$ cat src/rtl/riscv_pkg.sv
// Shared encodings for the multicycle RISC-V controller: FSM states, opcodes,
// ALU operation codes and datapath mux select values.
package riscv_pkg;

    typedef enum logic [3:0] {
        S_FETCH    = 4'd0,
        S_DECODE   = 4'd1,
        S_MEMADR   = 4'd2,
        S_MEMREAD  = 4'd3,
        S_MEMWB    = 4'd4,
        S_MEMWRITE = 4'd5,
        S_EXECUTER = 4'd6,
        S_EXECUTEI = 4'd7,
        S_ALUWB    = 4'd8,
        S_BRANCH   = 4'd9,
        S_JAL      = 4'd10
    } state_t;

    localparam logic [6:0] OP_LOAD   = 7'b0000011;
    localparam logic [6:0] OP_STORE  = 7'b0100011;
    localparam logic [6:0] OP_RTYPE  = 7'b0110011;
    localparam logic [6:0] OP_ITYPE  = 7'b0010011;
    localparam logic [6:0] OP_BRANCH = 7'b1100011;
    localparam logic [6:0] OP_JAL    = 7'b1101111;

    localparam logic [1:0] ALUOP_ADD  = 2'b00;
    localparam logic [1:0] ALUOP_SUB  = 2'b01;
    localparam logic [1:0] ALUOP_FUNC = 2'b10;

    localparam logic [2:0] ALU_ADD = 3'b000;
    localparam logic [2:0] ALU_SUB = 3'b001;
    localparam logic [2:0] ALU_AND = 3'b010;
    localparam logic [2:0] ALU_OR  = 3'b011;
    localparam logic [2:0] ALU_SLT = 3'b101;

    localparam logic [1:0] RES_ALUOUT    = 2'b00;
    localparam logic [1:0] RES_DATA      = 2'b01;
    localparam logic [1:0] RES_ALURESULT = 2'b10;

    localparam logic [1:0] SRCA_PC    = 2'b00;
    localparam logic [1:0] SRCA_OLDPC = 2'b01;
    localparam logic [1:0] SRCA_RS1   = 2'b10;

    localparam logic [1:0] SRCB_RS2  = 2'b00;
    localparam logic [1:0] SRCB_IMM  = 2'b01;
    localparam logic [1:0] SRCB_FOUR = 2'b10;

    localparam logic [1:0] IMM_I = 2'b00;
    localparam logic [1:0] IMM_S = 2'b01;
    localparam logic [1:0] IMM_B = 2'b10;
    localparam logic [1:0] IMM_J = 2'b11;

    function automatic logic [1:0] imm_sel(input logic [6:0] op);
        case (op)
            OP_STORE:  imm_sel = IMM_S;
            OP_BRANCH: imm_sel = IMM_B;
            OP_JAL:    imm_sel = IMM_J;
            default:   imm_sel = IMM_I;
        endcase
    endfunction

endpackage

$ cat src/rtl/alu_decoder.sv
// Maps the controller's ALUOp plus instruction fields to the ALU operation code.
module alu_decoder
    import riscv_pkg::*;
(
    input  logic [1:0] ALUOp,
    input  logic [2:0] funct3,
    input  logic       op5,
    input  logic       funct7b5,
    output logic [2:0] ALUControl
);

    // ALU operation select
    always_comb begin
        ALUControl = ALU_ADD;
        case (ALUOp)
            ALUOP_ADD: ALUControl = ALU_ADD;
            ALUOP_SUB: ALUControl = ALU_SUB;
            ALUOP_FUNC: begin
                case (funct3)
                    // only R-type (op[5]=1) may select sub; addi never does
                    3'b000: begin
                        if (op5 && funct7b5) begin
                            ALUControl = ALU_SUB;
                        end else begin
                            ALUControl = ALU_ADD;
                        end
                    end
                    3'b010:  ALUControl = ALU_SLT;
                    3'b110:  ALUControl = ALU_OR;
                    3'b111:  ALUControl = ALU_AND;
                    default: ALUControl = ALU_ADD;
                endcase
            end
            default: ALUControl = ALU_ADD;
        endcase
    end

endmodule

$ cat src/rtl/multicycle_controller.sv
// Moore-style main FSM for a multicycle RISC-V core; all outputs are decoded
// from the state register and the current instruction fields.
module multicycle_controller
    import riscv_pkg::*;
#(
    parameter bit BNE_EN = 1'b1
) (
    input  logic       clk,
    input  logic       reset,
    input  logic [6:0] op,
    input  logic [2:0] funct3,
    input  logic       funct7b5,
    input  logic       Zero,
    output logic       PCWrite,
    output logic       AdrSrc,
    output logic       MemWrite,
    output logic       IRWrite,
    output logic [1:0] ResultSrc,
    output logic [1:0] ALUSrcA,
    output logic [1:0] ALUSrcB,
    output logic [2:0] ALUControl,
    output logic [1:0] ImmSrc,
    output logic       RegWrite
);

    state_t     state_q, state_d;
    logic [1:0] alu_op_s;
    logic       branch_s;
    logic       pc_update_s;
    logic       mem_write_s;
    logic       reg_write_s;
    logic       taken_s;

    // State register with synchronous reset
    always_ff @(posedge clk) begin
        if (reset) begin
            state_q <= S_FETCH;
        end else begin
            state_q <= state_d;
        end
    end

    // Next-state logic
    always_comb begin
        state_d = S_FETCH;
        case (state_q)
            S_FETCH: state_d = S_DECODE;
            S_DECODE: begin
                case (op)
                    OP_LOAD, OP_STORE: state_d = S_MEMADR;
                    OP_RTYPE:          state_d = S_EXECUTER;
                    OP_ITYPE:          state_d = S_EXECUTEI;
                    OP_BRANCH:         state_d = S_BRANCH;
                    OP_JAL:            state_d = S_JAL;
                    default:           state_d = S_FETCH;
                endcase
            end
            S_MEMADR: begin
                if (op == OP_LOAD) begin
                    state_d = S_MEMREAD;
                end else begin
                    state_d = S_MEMWRITE;
                end
            end
            S_MEMREAD:  state_d = S_MEMWB;
            S_EXECUTER: state_d = S_ALUWB;
            S_EXECUTEI: state_d = S_ALUWB;
            S_JAL:      state_d = S_ALUWB;
            default:    state_d = S_FETCH;
        endcase
    end

    // Per-state control decode
    always_comb begin
        AdrSrc      = 1'b0;
        mem_write_s = 1'b0;
        IRWrite     = 1'b0;
        ResultSrc   = RES_ALUOUT;
        ALUSrcA     = SRCA_PC;
        ALUSrcB     = SRCB_RS2;
        alu_op_s    = ALUOP_ADD;
        reg_write_s = 1'b0;
        branch_s    = 1'b0;
        pc_update_s = 1'b0;
        case (state_q)
            S_FETCH: begin
                IRWrite     = 1'b1;
                ALUSrcB     = SRCB_FOUR;
                ResultSrc   = RES_ALURESULT;
                pc_update_s = 1'b1;
            end
            S_DECODE: begin
                ALUSrcA = SRCA_OLDPC;
                ALUSrcB = SRCB_IMM;
            end
            S_MEMADR: begin
                ALUSrcA = SRCA_RS1;
                ALUSrcB = SRCB_IMM;
            end
            S_MEMREAD: AdrSrc = 1'b1;
            S_MEMWB: begin
                ResultSrc   = RES_DATA;
                reg_write_s = 1'b1;
            end
            S_MEMWRITE: begin
                AdrSrc      = 1'b1;
                mem_write_s = 1'b1;
            end
            S_EXECUTER: begin
                ALUSrcA  = SRCA_RS1;
                alu_op_s = ALUOP_FUNC;
            end
            S_EXECUTEI: begin
                ALUSrcA  = SRCA_RS1;
                ALUSrcB  = SRCB_IMM;
                alu_op_s = ALUOP_FUNC;
            end
            S_ALUWB: reg_write_s = 1'b1;
            S_BRANCH: begin
                ALUSrcA  = SRCA_RS1;
                alu_op_s = ALUOP_SUB;
                branch_s = 1'b1;
            end
            S_JAL: begin
                ALUSrcA     = SRCA_OLDPC;
                ALUSrcB     = SRCB_FOUR;
                pc_update_s = 1'b1;
            end
            default: begin
                IRWrite = 1'b0;
            end
        endcase
    end

    // Branch resolution, immediate select and reset gating of the write strobes
    always_comb begin
        if (BNE_EN && (funct3 == 3'b001)) begin
            taken_s = ~Zero;
        end else begin
            taken_s = Zero;
        end
        PCWrite  = pc_update_s | (branch_s & taken_s);
        ImmSrc   = imm_sel(op);
        // the state only returns to FETCH at the next edge, so block writes now
        MemWrite = mem_write_s & ~reset;
        RegWrite = reg_write_s & ~reset;
    end

    alu_decoder u_alu_decoder (
        .ALUOp      (alu_op_s),
        .funct3     (funct3),
        .op5        (op[5]),
        .funct7b5   (funct7b5),
        .ALUControl (ALUControl)
    );

endmodule

$ cat config.mk
export PLATFORM = sky130hd
export DESIGN_NAME = multicycle_controller
export DESIGN_NICKNAME = d
export VERILOG_FILES = /design/src/rtl/riscv_pkg.sv /design/src/rtl/alu_decoder.sv /design/src/rtl/multicycle_controller.sv
export SDC_FILE = /design/constraint.sdc
export NUM_CORES = 1
export LEC_CHECK = 0
export BUFFER_PORTS_ARGS = -buffer_cell sky130_fd_sc_hd__buf_2
export CAP_MARGIN = 20
export CORE_AREA = 3 3 40 42
export CTS_BUF_LIST = sky130_fd_sc_hd__clkbuf_4 sky130_fd_sc_hd__clkbuf_8
export DETAILED_ROUTE_END_ITERATION = 16
export DIE_AREA = 0 0 43 45
export GPL_TIMING_DRIVEN = 0
export PLACE_DENSITY_LB_ADDON = 0.2
export SLEW_MARGIN = 20
export SYNTH_ARGS = -nofsm -noshare
export SYNTH_HDL_FRONTEND = slang
export SYNTH_SLANG_ARGS = --single-unit
$ cat constraint.sdc
create_clock -name clk -period 1.55 [get_ports clk]
set_input_delay 0.155 -clock clk [delete_from_list [all_inputs] [get_ports clk]]
set_output_delay 0.155 -clock clk [all_outputs]
set_load 0.05 [all_outputs]
# Word level (Yosys, flattened, before mapping)
# Cells that the tools add are included.
classes:
  add_sub_neg: 0
  mul: 0
  div: 0
  n_lt_le_gt_ge: 0
  eq_ne: 22
  shifts: 0
  mux: 18
  bitwise_logic: 6
  n_reduce_logical: 12
op_table:
  columns: ["operator", "count"]
  rows:
  - ["$pmux 4 s5", 2]
  - ["$eq 4x3->1 const B", 4]
  - ["$pmux 2 s2", 4]
  - ["$eq 7x6->1 const B", 2]
  - ["$eq 7x7->1 const B", 2]
  - ["$eq 4x4->1 const B", 3]
  - ["$pmux 3 s4", 1]
  - ["$reduce_or 2->1", 6]
  - ["$eq 4x2->1 const B", 2]
  - ["$mux 1", 8]
  - ["$eq 7x2->1 const B", 1]
  - ["$eq 7x5->1 const B", 1]
  - ["$eq 3x3->1 const B", 2]
  - ["$pmux 2 s3", 1]
  - ["$pmux 3 s2", 1]
  - ["$reduce_or 3->1", 2]
  - ["$eq 4x1->1 const B", 1]
  - ["$logic_not 4->1", 1]
  - ["$reduce_or 4->1", 1]
  - ["$and 1x1->1", 3]
  - ["$eq 3x1->1 const B", 1]
  - ["$eq 3x2->1 const B", 1]
  - ["$logic_not 3->1", 1]
  - ["$mux 3", 1]
  - ["5 further kinds", 6]
word_totals:
  ff_bits: 4
  latchBits: 0
  mem_bits_rw: 0
  mem_bits_ro: 0
  in_bits: 14
  out_inout_bits: 16
  elab_cells: 59
  n_memories: 0

# Logic depth before layout (Yosys ltp)
# Gate-level depths: netlist of run 1.
depth:
  word_depth: 5
  mapped_depth: 7
  mapped_depth_nobuf: 7

# Cells and area by module
# From an unflattened synthesis of run 1, not the netlist that was laid out.
unflattened:
  cells_unflattened: 72
  hier_area_um2: 581.8
by_module_without_submodules:
  columns: ["module", "n_inst", "cells_per_inst", "area_each_um2", "seq_area_each_um2"]
  rows:
  - ["multicycle_controller", 1, 61, 485.5, 80.1]
  - ["alu_decoder", 1, 11, 96.3, 0.0]

# Worst setup path after synthesis of run 1
# OpenSTA, ideal clock, no wires.
synth_path:
  kind: "register to output"
  start: "reg state_q[3]"
  end: "out ResultSrc[1]"
  arrival_time_ns: 2.527
  required_time_ns: 1.395
  setup_slack_ns: -1.132
  path_stages_with_launch: 4
  path_buffers: 2
  path_cell_list: "dfxtp_1 buf_2 nor4_1 buf_4"
synth_via:
  elab_chain_len: 2
  word_cells_on_any_way: 3
  classes_between: "eq/ne (1); mux (1); reduce/logical (1)"
synth_lines:
  columns: ["item", "line_no", "text"]
  rows:
  - ["start: declaration", "multicycle_controller.sv:26", "state_t state_q, state_d;"]
  - ["start signal: assignment", "multicycle_controller.sv:39", "state_q <= state_d;"]
  - ["$eq 4x3->1 / $logic_not 4->1 (equally long branches)", "multicycle_controller.sv:85", "case (state_q)"]
  - ["$pmux 2 s2 *", "multicycle_controller.sv:85", null]
  - ["end: declaration", "multicycle_controller.sv:18", "output logic [1:0] ResultSrc,"]
# Mark *: on every way between the ends. The rest lies on a longest branch, timed or not.

# Worst setup path after layout of run 1
layout_path:
  start: "reg state_q[3]"
  end: "out ALUControl[1]"
layout_via:
  elab_chain_len: 5
  word_cells_on_any_way: 8
  classes_between: "eq/ne (5); mux (2); reduce/logical (1)"
layout_lines:
  columns: ["item", "line_no", "text"]
  rows:
  - ["$eq 4x3->1", "multicycle_controller.sv:85", null]
  - ["$reduce_or 2->1 (no source line)", null, null]
  - ["$pmux 2 s2 *", "multicycle_controller.sv:85", null]
  - ["$eq 2x2->1 / $eq 2x1->1 (equally long branches)", "alu_decoder.sv:15", "case (ALUOp)"]
  - ["$pmux 3 s2 *", "alu_decoder.sv:15", null]
  - ["end: declaration", "multicycle_controller.sv:21", "output logic [2:0] ALUControl,"]
# Marked as above.

==> results of run 1 <==
-- what timing repair did --
item	in CTS	in global routing
pin swaps	6	5
gates cloned	0	0
hold buffers	0	0
buffers inserted	10	2
gates resized for setup	41	26
setup endpoints to repair	13	10
-- power groups by stage --
stage | Clock (µW) | Sequential (µW) | Combinational [µW]
floorplan | 0 | 109 | 108
global placement | 0 | 109 | 154
detailed placement | 0 | 109 | 157
CTS | 140 | 110 | 182
global route | 144 | 109 | 213
finish | 138 | 108 | 203
-- worst max-delay path by stage --
stage | start | end | slack [ns] | depth (start not counted)
final | state_q[3] | ALUControl[1] | -0.15 | 6
after global routing | state_q[3] | ALUControl[1] | -0.22 | 6
after CTS | state_q[1] | ALUControl[0] | -0.09 | 7
after detailed placement | state_q[0] | ALUSrcA[1] | -0.18 | 5
after global placement | state_q[0] | ALUSrcA[1] | -0.13 | 5
after floorplan | state_q[0] | PCWrite | -0.18 | 3
-- layout by cell type, fill, tap and decap left out, types with 3 or more instances in the layout --
cell type / instances
buf_2: 17
inv_1: 5
clkbuf_4: 4
buf_6: 13
dfxtp_2: 3
nor2_1: 4
a21oi_1: 3
nor2_2: 4
nor3_4: 4
buf_4: 12
nand3b_1: 3
nor2_4: 3
nor3_2: 4
-- per-layer routing --
metal  vias up  wire, µm  global-route usage [%]
met4         0       135                    5.42
li1        353         -                       -
met2        34      1310                    42.2
met5         -         0                       0
met3        11       115                    3.59
met1       364       874                    21.1
-- cell type report --
class                   count  area (µm²)  area share [%]
plain buffers               5        55.1            4.82
clock buffers               3        22.5            1.97
inverters                   7        26.3            2.30
multi-input cells          58         608            53.3
flip-flops and latches      4        87.6            7.68
well taps                  15        18.8            1.64
repair buffers             41         323            28.3
-- cells by family (layout without fill, tap and decap cells) --
logic type | after synthesis | count (layout) | synth area share [%]
buf+inv | 12 | 56 | 10.3
fa+ha+maj | 2 | 2 | 4.90
compound gates | 14 | 14 | 16.9
simple gates | 37 | 37 | 43.6
flops | 4 | 4 | 15.7
xor+xnor | 5 | 5 | 8.58
-- metrics by stage --
step	TNS (ns)	hold WS (ns)	setup WS [ns]	power (µW)	cells
finish	-0.634	0.175	-0.148	449	133
global placement	-0.519	0.389	-0.131	263	118
floorplan	-0.590	0.224	-0.183	217	74
detailed placement	-0.613	0.390	-0.178	266	118
global route	-1.04	0.176	-0.221	465	133
CTS	-0.263	0.126	-0.0864	431	131
-- critical path, delay by kind of cell, from the launching register on --
| family | cells | cell delay (ns) |
|---|---|---|
| fa+ha+maj | 1 | 0.18 |
| buf+inv | 1 | 0.18 |
| flops | 1 | 0.33 |
| simple gates | 4 | 0.59 |
==> run_results.csv, run 1 <==
group,metric,value,unit
timing,period_share,110,%
logic_synthesis,synth_cells,74,
setup_path,start_kind,"register",
flow_run,cap_violations,0,
clock_tree,cts_root_buf,"clkbuf_4",
setup_path,path_class,"reg -> out",
pwr,peakVddDrop,0.000374,V
floorplanning,rows,13,
logic_synthesis,synth-seq-cells,4,
timing,hold_violations,0,
min_path,hp-start,"reset",
setup_path,cp.arrival,1.54,ns
finish,drive_gt1_share,74.6,%
clock_tree,numCtsBuffers,3,
logic_synthesis,ys_async_sr_fraction,0,%
pwr,p_int,269,µW
logic_synthesis,synth_area,510,µm²
grt,grt-ovfl-total,0,
placed_design,dp_hpwl,1.13,mm
run_status,status,"finished with violations",
logic_synthesis,synth_warnings,0,
clock_tree,numClockSinks,4,
routing,postRouteAntennaNets,0,
logic_synthesis,ys_seq_area_share,15.7,%
grt,grt_max_degree,11,
logic_synthesis,synth_cell_types,30,
pwr,p_per_area,394,mW/mm²
finish,largest_reg_flops,4,
grt,grt_pass1_vias,688,
finish,post-route-util,88.8,%
grt,grt_pass1_wl,2.97,mm
pwr,comb_power_share,45.2,%
logic_synthesis,synth-main-ff-cell,"dfxtp_1",
clock_tree,cts-htree-levels,1,
floorplanning,die_area,0.00194,mm²
floorplanning,initial_utilization,39.7,%
routing,vias,762,
logic_synthesis,yosysMostFrequentCell,"nor2_1",
logic_synthesis,synth-edff-count,0,
floorplanning,core,0.00128,mm²
clock_tree,cts_tree,"done",
clock_tree,insertion_delay,0.25,ns
logic_synthesis,syn_nets,90,
timing,slew_headroom,81.3,%
routing,drt-initial-drc-count,23,
grt,track_usage,20.5,%
clock_tree,clock_path_buffers,2,
setup_path,critPathSlowestCell,"dfxtp_2",
timing,rsz0062_at_grt,"yes",
timing,fin_ws,-0.148,ns
placed_design,postPlaceCellArea,790,µm²
pwr,swShare,40.2,%
setup_path,reg2reg_slack,0.30,ns
routing,firstDrtPassIters,4,
floorplanning,die_w,43,µm
min_path,whs_endpoint,"state_q[3]",
floorplanning,die_h,45,µm
pwr,p_seq_share,24.1,%
timing,worstMarginPinSlew,0.279,ns
finish,areaGrowthSynthToFinish,124,%
setup_path,timing.rr.start,"state_q[2]",
finish,nNetsFinal,136,
setup_path,crit_fanout,4,
pwr,power_frac_clock,30.7,%
logic_synthesis,synth.top_cell.area_share,15.7,%
min_path,holdPathStages,2,
setup_path,rr_worst_depth,4,
logic_synthesis,avgSynthCellArea,6.90,µm²
logic_synthesis,synth_top_cell_by_area,"dfxtp_1",
timing,fmax,589,MHz
finish,nFillCells,61,
setup_path,cp_cell_sequence,"nand2b_4, nor2_4, ha_4, nand2_4, nor3_4, buf_6",
routing,routedWlPerCell,18.3,µm
pwr,power_switching,180,µW
setup_path,end_kind,"output pin",
routing,via_per_inst,5.73,
grt,antenna_found_initial,0,
logic_synthesis,synthTopCellsByArea,"dfxtp_1 (16%), nor2_1 (7.4%), nor3_1 (6.9%)",
placed_design,gp_congestion,0.696,
clock_tree,clkTransAtPathRegs,0.04,ns
finish,antenna_cells,0,
setup_path,worstPathRequired,1.39,ns
min_path,hold_path.class,"in -> reg",
timing,setup_violations,7,
timing,clock_skew,0.00617,ns
floorplanning,io_pins,30,
finish,reg_top3,"state_q (4)",
placed_design,io_buffers,29,
setup_path,critical_path.max_stage_delay,0.33,ns
finish,postLayoutCellArea,0.00114,mm²
setup_path,timing.rr.end,"state_q[2]",
routing,routed_wl,2.44,mm
logic_synthesis,netlist_top_cells_count,"nor2_1 (10), inv_1 (7), nor3_1 (7)",
finish,top_register,"state_q",
run_status,violations,"negative setup slack",
timing,final_max_slew_viol_count,0,
timing,post-route-min-period,1.70,ns
pwr,p_leak,0.000481,µW
routing,drc_errors,0,
No activity file was read; power rests on OpenSTA's default activity.
==> inputs of run 2 (changes only) <==
- SETUP_SLACK_MARGIN: default -> 0.4
==> run 2 against run 1 <==
Net effect: the run now fails in clock tree synthesis; synthesized area stayed put; synthesized cell count unchanged.
==> run_results.csv, run 2 <==
group,metric,value,unit
floorplanning,io_pins,30,
run_status,tool.error,"[ERROR DPL-0033] detailed placement checks failed during check placement.",
logic_synthesis,netlist_top_cells_count,"nor2_1 (10), inv_1 (7), nor3_1 (7)",
floorplanning,rows,13,
floorplanning,die_h,45,µm
logic_synthesis,synth_cells,74,
logic_synthesis,synth-edff-count,0,
clock_tree,clock_path_buffers,2,
logic_synthesis,ys_async_sr_fraction,0,%
clock_tree,cts_resized,64,
logic_synthesis,yosysMostFrequentCell,"nor2_1",
logic_synthesis,avgSynthCellArea,6.90,µm²
logic_synthesis,synth-main-ff-cell,"dfxtp_1",
logic_synthesis,synth.top_cell.area_share,15.7,%
logic_synthesis,synth-seq-cells,4,
clock_tree,holdBufCountCts,0,
clock_tree,cts_root_buf,"clkbuf_4",
floorplanning,initial_utilization,39.7,%
logic_synthesis,syn_nets,90,
placed_design,dp_hpwl,1.19,mm
clock_tree,cts-htree-levels,1,
clock_tree,numClockSinks,4,
run_status,status,"stopped before the end",
clock_tree,cts_setup_buffers,16,
logic_synthesis,synth_area,510,µm²
clock_tree,numCtsBuffers,3,
logic_synthesis,ys_seq_area_share,15.7,%
placed_design,io_buffers,29,
run_status,lastStage,"clock tree synthesis",
logic_synthesis,synth_top_cell_by_area,"dfxtp_1",
logic_synthesis,synth_warnings,0,
placed_design,gp_congestion,0.712,
logic_synthesis,synth_cell_types,30,
floorplanning,die_w,43,µm
logic_synthesis,synthTopCellsByArea,"dfxtp_1 (16%), nor2_1 (7.4%), nor3_1 (6.9%)",
run 2: logic make-up after synthesis:
kind of cell | Yosys count | share of synthesized area (%)
DFF | 4 | 15.7
buffers and inverters | 12 | 10.3
AOI/OAI and AO/OA | 14 | 16.9
and+or+nand+nor | 37 | 43.6
xor gates and xnor gates | 5 | 8.58
adders and majority gates | 2 | 4.90
run 2: stage by stage:
step | worst slack, ns | utilization (%) | hold WS, ns | instances | area (µm²)
global placement | -0.00815 | 69.4 | 0.408 | 118 | 892
floorplan | -0.00216 | - | 0.217 | 74 | 728
detailed placement | -0.0350 | 69.4 | 0.400 | 118 | 892
==> inputs of run 3 (changes only) <==
- CORE_AREA: 3 3 40 42 -> 3 3 64 66
- CTS_BUF_LIST: sky130_fd_sc_hd__clkbuf_4 sky130_fd_sc_hd__clkbuf_8 -> default
- DIE_AREA: 0 0 43 45 -> 0 0 67 69
- PLACE_DENSITY_LB_ADDON: 0.2 -> 0.15
- SETUP_SLACK_MARGIN: 0.4 -> default
==> run 3 against run 2 <==
Net effect: the flow now finishes, with violations (negative setup slack).
==> run_results.csv, run 3 (synthesis gave the netlist of run 1 again) <==
group,metric,value,unit
timing,hold_violations,0,
timing,rsz0062_at_grt,"yes",
timing,post-route-min-period,1.59,ns
routing,via_per_inst,4.15,
routing,drt-initial-drc-count,11,
floorplanning,die_h,69,µm
timing,fin_ws,-0.0392,ns
finish,multi_input_area,587,µm²
floorplanning,die_w,67,µm
routing,routed_wl,1.85,mm
finish,seqCellArea,87.6,µm²
pwr,p_seq_share,20.8,%
pwr,comb_power_share,38.2,%
run_status,status,"finished with violations",
grt,grt-ovfl-total,0,
pwr,p_per_area,441,mW/mm²
routing,firstDrtPassIters,4,
grt,antenna_found_initial,0,
grt,grt_pass1_wl,3.08,mm
flow_run,cap_violations,0,
floorplanning,core,0.00363,mm²
placed_design,post-place-cells,151,
clock_tree,insertion_delay,0.21,ns
clock_tree,cts-htree-levels,1,
timing,tns,-0.0895,ns
routing,postRouteAntennaNets,0,
finish,largest_reg_flops,4,
routing,vias,701,
floorplanning,rows,22,
timing,clock_skew,0.000673,ns
setup_path,rr_worst_depth,3,
finish,top_register,"state_q",
finish,post-route-util,32.7,%
timing,period_share,103,%
grt,grt_pass1_vias,757,
finish,instances_no_fill,169,
run_status,violations,"negative setup slack",
timing,worstMarginPinSlew,0.257,ns
clock_tree,cts_tree,"done",
finish,drive_gt1_share,73.6,%
clock_tree,numCtsBuffers,3,
setup_path,start_kind,"register",
pwr,power_frac_clock,41.0,%
floorplanning,initial_utilization,14.0,%
finish,nFillCells,396,
finish,nNetsFinal,139,
setup_path,crit_fanout,4,
setup_path,startpoint,"state_q[1]",
floorplanning,die_area,0.00462,mm²
timing,setup_violations,3,
routing,routedWlPerCell,10.9,µm
clock_tree,clkTransAtPathRegs,0.03,ns
setup_path,cp.arrival,1.43,ns
floorplanning,io_pins,30,
setup_path,end_kind,"output pin",
min_path,hold_path.class,"in -> reg",
pwr,peakVddDrop,0.000233,V
pwr,swShare,33.0,%
grt,track_usage,8.31,%
timing,slew_headroom,82.7,%
placed_design,io_buffers,29,
timing,final_max_slew_viol_count,0,
finish,reg_top3,"state_q (4)",
grt,grt_max_degree,11,
placed_design,dp_hpwl,1.32,mm
timing,fmax,629,MHz
finish,areaGrowthSynthToFinish,133,%
pwr,power_switching,173,µW
setup_path,timing.rr.end,"state_q[2]",
finish,layout_common_cells,"buf_2 (17), buf_4 (15), buf_6 (12)",
setup_path,reg2reg_slack,0.29,ns
pwr,p_int,351,µW
clock_tree,cts_root_buf,"clkbuf_8",
setup_path,worstPathRequired,1.39,ns
setup_path,path_class,"reg -> out",
setup_path,crit_path_end,"ALUControl[1]",
finish,mostFrequentLayoutCell,"buf_2",
placed_design,gp_congestion,0.704,
clock_tree,clock_path_buffers,2,
finish,antenna_cells,0,
clock_tree,numClockSinks,4,
pwr,p_leak,0.000502,µW
setup_path,timing.rr.start,"state_q[0]",
routing,drc_errors,0,
-- run 3: worst min path at each step --
stage                            end  cells after the start  slack [ns]   from
final                     state_q[3]                      2        0.19  reset
after global routing      state_q[3]                      2        0.20  reset
after CTS                 state_q[3]                      2        0.17  reset
after detailed placement  state_q[3]                      2        0.40  reset
after global placement    state_q[3]                      2        0.40  reset
after floorplan           state_q[3]                      1        0.22  reset
-- run 3: power groups by stage --
stage / Combinational [µW] / Sequential, µW / Clock [µW]
floorplan: 108 / 109 / 0
global placement: 158 / 109 / 0
detailed placement: 158 / 109 / 0
CTS: 190 / 110 / 222
global route: 213 / 109 / 233
finish: 200 / 109 / 215
-- run 3: final cells by class --
type / instances / area share, %
repair buffers: 44 / 27.7
plain buffers: 5 / 4.63
multi-input cells: 58 / 49.4
inverters: 7 / 2.42
flip-flops and latches: 4 / 7.37
clock buffers: 3 / 3.47
well taps: 48 / 5.05
-- run 3: metrics by stage --
stage               total power, µW  setup WS, ns  cell area (µm²)  hold WS [ns]
floorplan                       217        -0.183              626         0.224
global placement                267        -0.163              831         0.399
detailed placement              268        -0.157              831         0.400
CTS                             522       -0.0590             1110         0.169
global route                    555        -0.106             1190         0.198
finish                          524       -0.0392             1190         0.194
-- run 3: worst max-delay path, stage by stage (launching register included) --
cell      delay (ns)
dfxtp_2         0.31
nand2b_4        0.15
nor2_4          0.14
nand2_4         0.08
ha_4            0.24
nor3_4          0.11
buf_6           0.18
-- run 3: per-layer routing --
layer | routed length (µm) | up-vias | track usage, %
li1 | - | 353 | -
met1 | 716 | 328 | 8.58
met2 | 1010 | 16 | 15.1
met3 | 97 | 4 | 1.63
met4 | 21 | 0 | 4.50
met5 | 0 | - | 0
-- run 3: repair_timing --
item                       CTS  global route
hold buffers                 0             0
pin swaps                    8             4
gates resized for setup     43            17
setup endpoints to repair   12            10
setup buffers               12             3
==> inputs of run 4 (changes only) <==
- PLACE_DENSITY_LB_ADDON: 0.15 -> 0.12
==> run 4 against run 3 <==
Net effect: the run still ends with negative setup slack left; sequential share of layout area grew 0.21 points; global-route usage is essentially flat; highest routed layer unchanged; register-to-register slack gained 0.03 ns; critical path type unchanged; worst setup slack lost 0.022 ns; fmax shrank 1.4%; critical path depth is the same; count of clock-buffer cells in the layout is the same.
==> run_results.csv, run 4 (synthesis gave the netlist of run 1 again) <==
group,metric,value,unit
finish,multi_input_area,602,µm²
setup_path,worstPathRequired,1.39,ns
timing,rsz0062_at_grt,"yes",
setup_path,end_kind,"output pin",
finish,nNetsFinal,133,
finish,top_register,"state_q",
floorplanning,die_h,69,µm
timing,period_share,104,%
finish,areaGrowthSynthToFinish,126,%
routing,firstDrtPassIters,3,
run_status,violations,"negative setup slack",
grt,grt-ovfl-total,0,
routing,routedWlPerCell,10.9,µm
placed_design,post-place-cells,151,
setup_path,start_kind,"register",
finish,antenna_cells,0,
floorplanning,die_w,67,µm
routing,postRouteAntennaNets,0,
clock_tree,insertion_delay,0.21,ns
timing,tns,-0.109,ns
routing,vias,682,
timing,slew_headroom,83.1,%
finish,postLayoutCellArea,0.00116,mm²
finish,seqCellArea,87.6,µm²
finish,instances_no_fill,163,
finish,drive_gt1_share,71.3,%
clock_tree,cts_root_buf,"clkbuf_8",
clock_tree,cts_tree,"done",
floorplanning,die_area,0.00462,mm²
finish,layout_common_cells,"buf_2 (17), buf_4 (14), buf_6 (7), inv_1 (5), nor2_1 (5)",
grt,track_usage,8.35,%
routing,routed_wl,1.77,mm
timing,final_max_slew_viol_count,0,
clock_tree,cts-htree-levels,1,
clock_tree,clock_path_buffers,2,
pwr,peakVddDrop,0.000286,V
finish,mostFrequentLayoutCell,"buf_2",
timing,hold_violations,0,
placed_design,postPlaceCellArea,831,µm²
flow_run,cap_violations,0,
placed_design,dp_hpwl,1.33,mm
finish,reg_top3,"state_q (4)",
clock_tree,numCtsBuffers,3,
timing,worstMarginPinSlew,0.255,ns
run_status,status,"finished with violations",
grt,antenna_found_initial,0,
clock_tree,numClockSinks,4,
routing,drt-initial-drc-count,7,
pwr,p_per_area,438,mW/mm²
finish,nFillCells,393,
routing,drc_errors,0,
floorplanning,initial_utilization,14.0,%
finish,largest_reg_flops,4,
placed_design,dp_slack,-0.153,ns
grt,grt_pass1_vias,716,
grt,grt_max_degree,11,
placed_design,gp_congestion,0.671,
timing,setup_violations,3,
setup_path,cp.arrival,1.46,ns
timing,worst_hold_slack,0.179,ns
clock_tree,clkTransAtPathRegs,0.03,ns
floorplanning,io_pins,30,
routing,via_per_inst,4.18,
grt,grt_pass1_wl,3.13,mm
setup_path,crit_fanout,4,
timing,fin_ws,-0.0610,ns
pwr,p_leak,0.000475,µW
floorplanning,core,0.00363,mm²
min_path,hold_path.class,"in -> reg",
timing,post-route-min-period,1.61,ns
setup_path,path_class,"reg -> out",
placed_design,io_buffers,29,
floorplanning,rows,22,
timing,fmax,621,MHz
timing,clock_skew,0.000582,ns
run 4: final cells by class:
| cell class | instances | area share (%) |
|---|---|---|
| flip-flops and latches | 4 | 7.58 |
| inverters | 7 | 2.27 |
| repair buffers | 38 | 25.1 |
| clock buffers | 3 | 3.57 |
| well taps | 48 | 5.19 |
| multi-input cells | 58 | 52.1 |
| plain buffers | 5 | 4.22 |
run 4: stage by stage:
step / utilization (%) / power (µW)
after global routing: 31.8 / 541
after CTS: 29.9 / 507
after global placement: 22.9 / 267
final: 31.8 / 506
after floorplan: - / 217
after detailed placement: 22.9 / 267
run 4: worst paths after layout:
kind	slack (ns)	start	to	cells past startpoint
worst max-delay path	-0.06	state_q[3]	ALUControl[1]	6
worst min-delay path	0.18	reset	state_q[3]	2
worst max register to register	0.32	state_q[0]	state_q[2]	3
worst min register to register	0.61	state_q[3]	state_q[0]	2
run 4: critical path: stages, from the launching register on:
cell,delay (ns)
dfxtp_4,0.34
nand2b_4,0.15
nor2_4,0.15
ha_4,0.18
nand2_4,0.07
nor3_4,0.18
buf_6,0.18
run 4: timing repair:
item                       in CTS  in global routing
pin swaps                       6                  1
resized for setup              41                 19
hold buffers                    0                  0
buffers inserted                7                  2
setup endpoints to repair      11                 11
run 4: layer usage:
layer	global-route usage [%]	wire, µm	share of wire, %	vias to the layer above
met2	14.8	922	52	16
met3	2.28	85	4.8	2
met4	2.25	25	1.4	0
met5	0	0	0	-
li1	-	-	-	344
met1	9.49	740	42	320
run 4: where the power goes:
part / total [µW] / switching, µW / internal (µW) / leakage [µW]
registers: 108 / 3.20 / 105 / 0.0000346
clock network: 210 / 45.5 / 165 / 0.0000216
logic: 187 / 116 / 71.8 / 0.000419
